## src/rtl/irq_frontend.sv

```systemverilog
// Interrupt line conditioner: synchronise, detect, mask, latch and pace seven raw request lines.
// Latency: input rise to PENDING is SYNC_STAGES+1 edges, irqN pulses on the edge after that.
// Backpressure: none; a second request on a line while one is pending is flagged as OVERRUN.
module irq_frontend #(
    parameter int SYNC_STAGES = 2,
    parameter int HOLDOFF     = 4
) (
    input  logic       clk,
    input  logic       rst,
    input  logic [6:0] line_in,
    input  logic       cfg_we,
    input  logic [1:0] cfg_addr,
    input  logic [6:0] cfg_wdata,
    output logic [6:0] cfg_rdata,
    output logic       irq1,
    output logic       irq2,
    output logic       irq3,
    output logic       irq4,
    output logic       irq5,
    output logic       irq6,
    output logic       irq7,
    output logic       irq_any
);

    localparam logic [1:0] ADDR_ENABLE  = 2'd0;
    localparam logic [1:0] ADDR_MODE    = 2'd1;
    localparam logic [1:0] ADDR_PENDING = 2'd2;
    localparam logic [1:0] ADDR_OVERRUN = 2'd3;
    localparam logic [7:0] HOLD_LOAD    = 8'(HOLDOFF);

    logic [SYNC_STAGES-1:0][6:0] sync_q;
    logic [6:0]                  prev_q;
    logic [6:0]                  en_q, en_d;
    logic [6:0]                  mode_q, mode_d;
    logic [6:0]                  pend_q, pend_d;
    logic [6:0]                  ovr_q, ovr_d;
    logic [6:0][7:0]             hold_q, hold_d;
    logic [6:0]                  irq_q;
    logic                        any_q, any_d;

    logic [6:0] s_vec;
    logic [6:0] ev;
    logic [6:0] req;
    logic [6:0] fire;
    logic [6:0] hold_idle;
    logic [6:0] pend_clr;
    logic [6:0] ovr_clr;

    // Event detection, fire decision and next-state for all per-line state
    always_comb begin
        s_vec     = sync_q[SYNC_STAGES-1];
        // Edge lines need a fresh rise; level lines re-request every cycle they are high
        ev        = (mode_q & s_vec & ~prev_q) | (~mode_q & s_vec);
        req       = ev & en_q;
        hold_idle = '0;
        for (int n = 0; n < 7; n++) begin
            hold_idle[n] = (hold_q[n] == 8'd0);
        end
        fire      = pend_q & en_q & hold_idle;

        pend_clr  = (cfg_we && cfg_addr == ADDR_PENDING) ? cfg_wdata : 7'd0;
        ovr_clr   = (cfg_we && cfg_addr == ADDR_OVERRUN) ? cfg_wdata : 7'd0;

        // A new request always wins over both the fire clear and a software clear
        pend_d    = req | (pend_q & ~fire & ~pend_clr);
        // Only edge lines can lose a request; level lines just stay pending
        ovr_d     = (req & pend_q & ~fire & mode_q) | (ovr_q & ~ovr_clr);

        en_d      = (cfg_we && cfg_addr == ADDR_ENABLE) ? cfg_wdata : en_q;
        mode_d    = (cfg_we && cfg_addr == ADDR_MODE)   ? cfg_wdata : mode_q;

        hold_d    = hold_q;
        for (int n = 0; n < 7; n++) begin
            if (fire[n]) begin
                hold_d[n] = HOLD_LOAD;
            end else if (!hold_idle[n]) begin
                hold_d[n] = hold_q[n] - 8'd1;
            end
        end

        any_d     = |(pend_q & en_q);
    end

    // Synchroniser chain and previous-sample register for edge detection
    always_ff @(posedge clk) begin
        if (!rst) begin
            sync_q <= '0;
            prev_q <= '0;
        end else begin
            sync_q[0] <= line_in;
            for (int i = 1; i < SYNC_STAGES; i++) begin
                sync_q[i] <= sync_q[i-1];
            end
            prev_q <= sync_q[SYNC_STAGES-1];
        end
    end

    // Config, pending/overrun, holdoff timers and registered pulse outputs
    always_ff @(posedge clk) begin
        if (!rst) begin
            en_q   <= '0;
            mode_q <= 7'h7F;
            pend_q <= '0;
            ovr_q  <= '0;
            hold_q <= '0;
            irq_q  <= '0;
            any_q  <= 1'b0;
        end else begin
            en_q   <= en_d;
            mode_q <= mode_d;
            pend_q <= pend_d;
            ovr_q  <= ovr_d;
            hold_q <= hold_d;
            irq_q  <= fire;
            any_q  <= any_d;
        end
    end

    // Register read-back, selected combinationally by address
    always_comb begin
        cfg_rdata = '0;
        case (cfg_addr)
            ADDR_ENABLE:  cfg_rdata = en_q;
            ADDR_MODE:    cfg_rdata = mode_q;
            ADDR_PENDING: cfg_rdata = pend_q;
            ADDR_OVERRUN: cfg_rdata = ovr_q;
            default:      cfg_rdata = '0;
        endcase
    end

    assign irq1    = irq_q[0];
    assign irq2    = irq_q[1];
    assign irq3    = irq_q[2];
    assign irq4    = irq_q[3];
    assign irq5    = irq_q[4];
    assign irq6    = irq_q[5];
    assign irq7    = irq_q[6];
    assign irq_any = any_q;

endmodule

```

## config.mk

```make
export PLATFORM = sky130hd
export DESIGN_NAME = irq_frontend
export DESIGN_NICKNAME = d
export VERILOG_FILES = /design/src/rtl/irq_frontend.sv
export SDC_FILE = /design/constraint.sdc
export NUM_CORES = 1
export LEC_CHECK = 0
export BUFFER_PORTS_ARGS = -buffer_cell sky130_fd_sc_hd__buf_2
export CORE_MARGIN = 3
export CORE_UTILIZATION = 47
export CTS_CLUSTER_SIZE = 25
export DETAILED_ROUTE_END_ITERATION = 7
export PLACE_DENSITY = 0.64
export SKIP_LAST_GASP = 1
export SLEW_MARGIN = 20
export SYNTH_ARGS = -nofsm -noshare
export SYNTH_HDL_FRONTEND = slang
export SYNTH_SLANG_ARGS = --single-unit
```

## constraint.sdc

```tcl
create_clock -name clk -period 2.46 [get_ports clk]
set_clock_uncertainty 0.15 [all_clocks]
set_input_delay 0.492 -clock clk [delete_from_list [all_inputs] [get_ports clk]]
set_output_delay 0.492 -clock clk [all_outputs]
set_load 0.005 [all_outputs]
```

==> summary.md <==
| Metric | Value |
|---|---|
| FF+latch area | ~0.0023 mm^2 |
| Family with the most delay on the worst path | multiplexers |
| Critical path arrival | 1540 ps |
| Port Buf Inserts | 33 |
| Die height | 109 um |
| Largest stage delay, worst path | roughly 580 ps |
| Cts hold-fix bufs | 0 |
| Vias per cell | between 5 and 6 |
| Top post-synthesis cells by area | dfxtp_1 (45%), a21oi_1 (4.9%), nand2_1 (3.6%), ha_1 (3.5%), mux4_2 (3.1%) |
| Fillers | 918 |
| Global-route wire length before repair | ~19000 um |
| Crit path required time | about 1800 ps |
| Slew margin rel. | between 50% and 60% |
| Tmin final | between 2000 and 2500 ps |
| Status | completed |
| Setup crit end kind | output pin |
| CP startpoint kind | primary input |
| Drt wl/cell | ~15 um |
| Peak VDD IR | between 0.8 and 0.9 mV |
| Critical Path Fanout Max | 12 |
| Area growth syn-to-layout | 19.7% |
| CTS buffer count | 17 |
| Slowest cell on crit path | mux4_2 |
| Synth Net Count | 571 |
| Global placer's final weighted congestion | roughly 0.86 |
| Pleak | around 0.0024 uW |
| Residual DRC | 0 |
| Initial core utilization | between 40% and 50% |
| Total power | just over 8000 uW |
| Io pins | 34 |
| Die X | about 110 um |
| Sequential area share after synthesis | a little under half |
| Initial antenna violation count | 0 |
| Maxcap violations | 0 |
| Fin crit share | between 80% and 90% |
| Site row count | 37 |
| EDFF count, synth | 0 |
| Max-slew violation count | 0 |
| DR vias | 4266 |
| Clock sinks | between 100 and 150 |
| Hold slack | 24.9 ps |
| Core area | 0.0104 mm^2 |
| GRT Util Overall | 20.2% |
| Total gr overflow | 0 |
| Fin nets | 618 |
| Leading area contributor after synthesis | dfxtp_1 |
| Final setup fails | 0 |
| Multi-input logic area | between 0.002 and 0.003 mm^2 |
| RSZ-0062 raised after global routing | false |
| Clk Latency, worst-skew pair | about 520 ps |
| CTS Buffer Depth | 2 |
| Layout Utilization | 58.0% |
| Final ANT Viol Nets | 0 |
| Clock-pin slew on the worst setup and hold paths | about 50 ps |
| Cell Pwr Density | 1340 mW/mm^2 |
| Cts repair resizes | 0 |
| CP Cell Sequence | buf_2, mux4_2, buf_2 |
| Cell repeated most along the worst path | buf_2 |
| Postcts setup bufs | 0 |
| Post-synthesis cell count | 538 |
| WP buf/inv | 2 |
| DRT iter0 DRCs | between 300 and 400 |
| Routed WL | around 11000 um |
| Layout cells sized above 1 | 17.1% |
| Post-synth top area share | between 40% and 50% |
| Final hold violation count | 0 |
| Die area | 0.0120 mm^2 |
| Synth unique cells | between 40 and 50 |
| YS warnings | 0 |
| First drt pass iteration count | 7 |
| Clk root buf | clkbuf_8 |
| Largest net degree at the start of global routing | 55 |
| Post-route setup TNS | 0 ps |
| Syn avg cell area | 9.34 um^2 |
| Fmax | between 0.4 and 0.5 GHz |
| Most common cell in the netlist | dfxtp_1 |
| Post-synthesis register bit count | 113 |
| Post-synth ARST share | 0% |
| TritonCTS clock tree | yes |
| Area of the mapped netlist | 0.00503 mm^2 |
| H-tree depth | 4 |
| Setup Crit Path Kind | primary input to output pin |
| Number of global-route vias before repair | approximately 4000 |
| Synth Flop Type | dfxtp_1 |
| Hpwl dp | 7400 um |
| Commonest cells in the netlist | dfxtp_1 (113), a21oi_1 (49), nand2_1 (48), o21ai_0 (29), inv_1 (23) |
| Slew @ Worst Pin | between 600 and 700 ps |
| Class of the most critical hold timing path | primary input to flop |
| Diode count | 0 |
==> cells by family (layout without fill, tap and decap cells) <==
family,count (synthesis),count (layout),share of synthesized area (%)
buffers and inverters,43,103,3.39
XOR/XNOR,3,3,0.523
adder cells (fa/ha/maj),14,14,3.49
AND/OR/NAND/NOR,195,195,22.8
AO/OA/AOI/OAI,156,156,20.3
flip-flops,113,113,45.0
multiplexers,14,14,4.53
==> worst reg2reg max path: cells and delay by family (launching register included) <==
kind,cells,cell delay [ps]
compound gates,1,230
fa+ha+maj,1,190
buf+inv,1,100
simple gates,2,920
flops,1,350
==> final timing paths <==
| path | start | to | slack (ps) | cells after the start |
|---|---|---|---|---|
| setup / recovery | cfg_addr[1] | cfg_rdata[0] | 280 | 3 |
| hold / removal | line_in[4] | sync_q[4] | 20 | 2 |
| setup reg to reg | hold_q[0] | pend_q[0] | 410 | 5 |
| hold reg to reg | sync_q[4] | s_vec[4] | 280 | 1 |
==> registers in the layout (all words and copies together), names as in the netlist <==
name and flops:
pend_q 7, irq_any 1, en_q 7, prev_q 7
ovr_q 7, mode_q 7, irq_q 7, sync_q 7
hold_q 56, s_vec 7
==> per-stage QoR <==
stage,worst slack (ps),cell area [um^2],instances
after global placement,286,5420,702
after CTS,280,6010,734
after global routing,246,6010,734
after detailed placement,283,5420,702
after floorplan,541,5030,538
final,280,6010,734
==> where the power goes <==
group | leakage, uW | internal, uW | switching (uW) | total, uW
Combinational | 0.00116 | 1430 | 1470 | 2900
Clock | 0.000265 | 1550 | 881 | 2430
Sequential | 0.000927 | 2240 | 513 | 2750
==> layout by cell type (no fill, tap or decap), drive strengths merged, types with 8 or more instances in the layout <==
cell type  instances
o31ai             14
a21boi             8
buf               48
a21o               8
nand4             13
nor3b              8
clkinvlp           8
nor4               8
o21a              10
nor2              20
ha                14
nand2             48
inv               24
nand3             11
a21oi             49
o21ai             29
a2111oi            8
dfxtp            113
nor3               8
or4               25
clkbuf            17
or3               12
and2              21
==> routing by layer <==
layer	up-vias	wire length, um	share of wire (%)	global-route usage, %
li1	2132	-	-	-
met2	99	5000	45	30.0
met5	-	0	0	0
met4	0	106	0.95	8.19
met1	2022	5470	49	27.6
met3	13	574	5.1	5.99
==> layout make-up <==
class	instances	area share, %
sequential	113	37.6
clock inverter	15	3.08
tap	136	2.83
multi-input combinational	382	43.1
timing repair buffer	48	5.03
clock buffer	17	6.89
inverter	23	1.44
(Power assumes the default switching activity.)
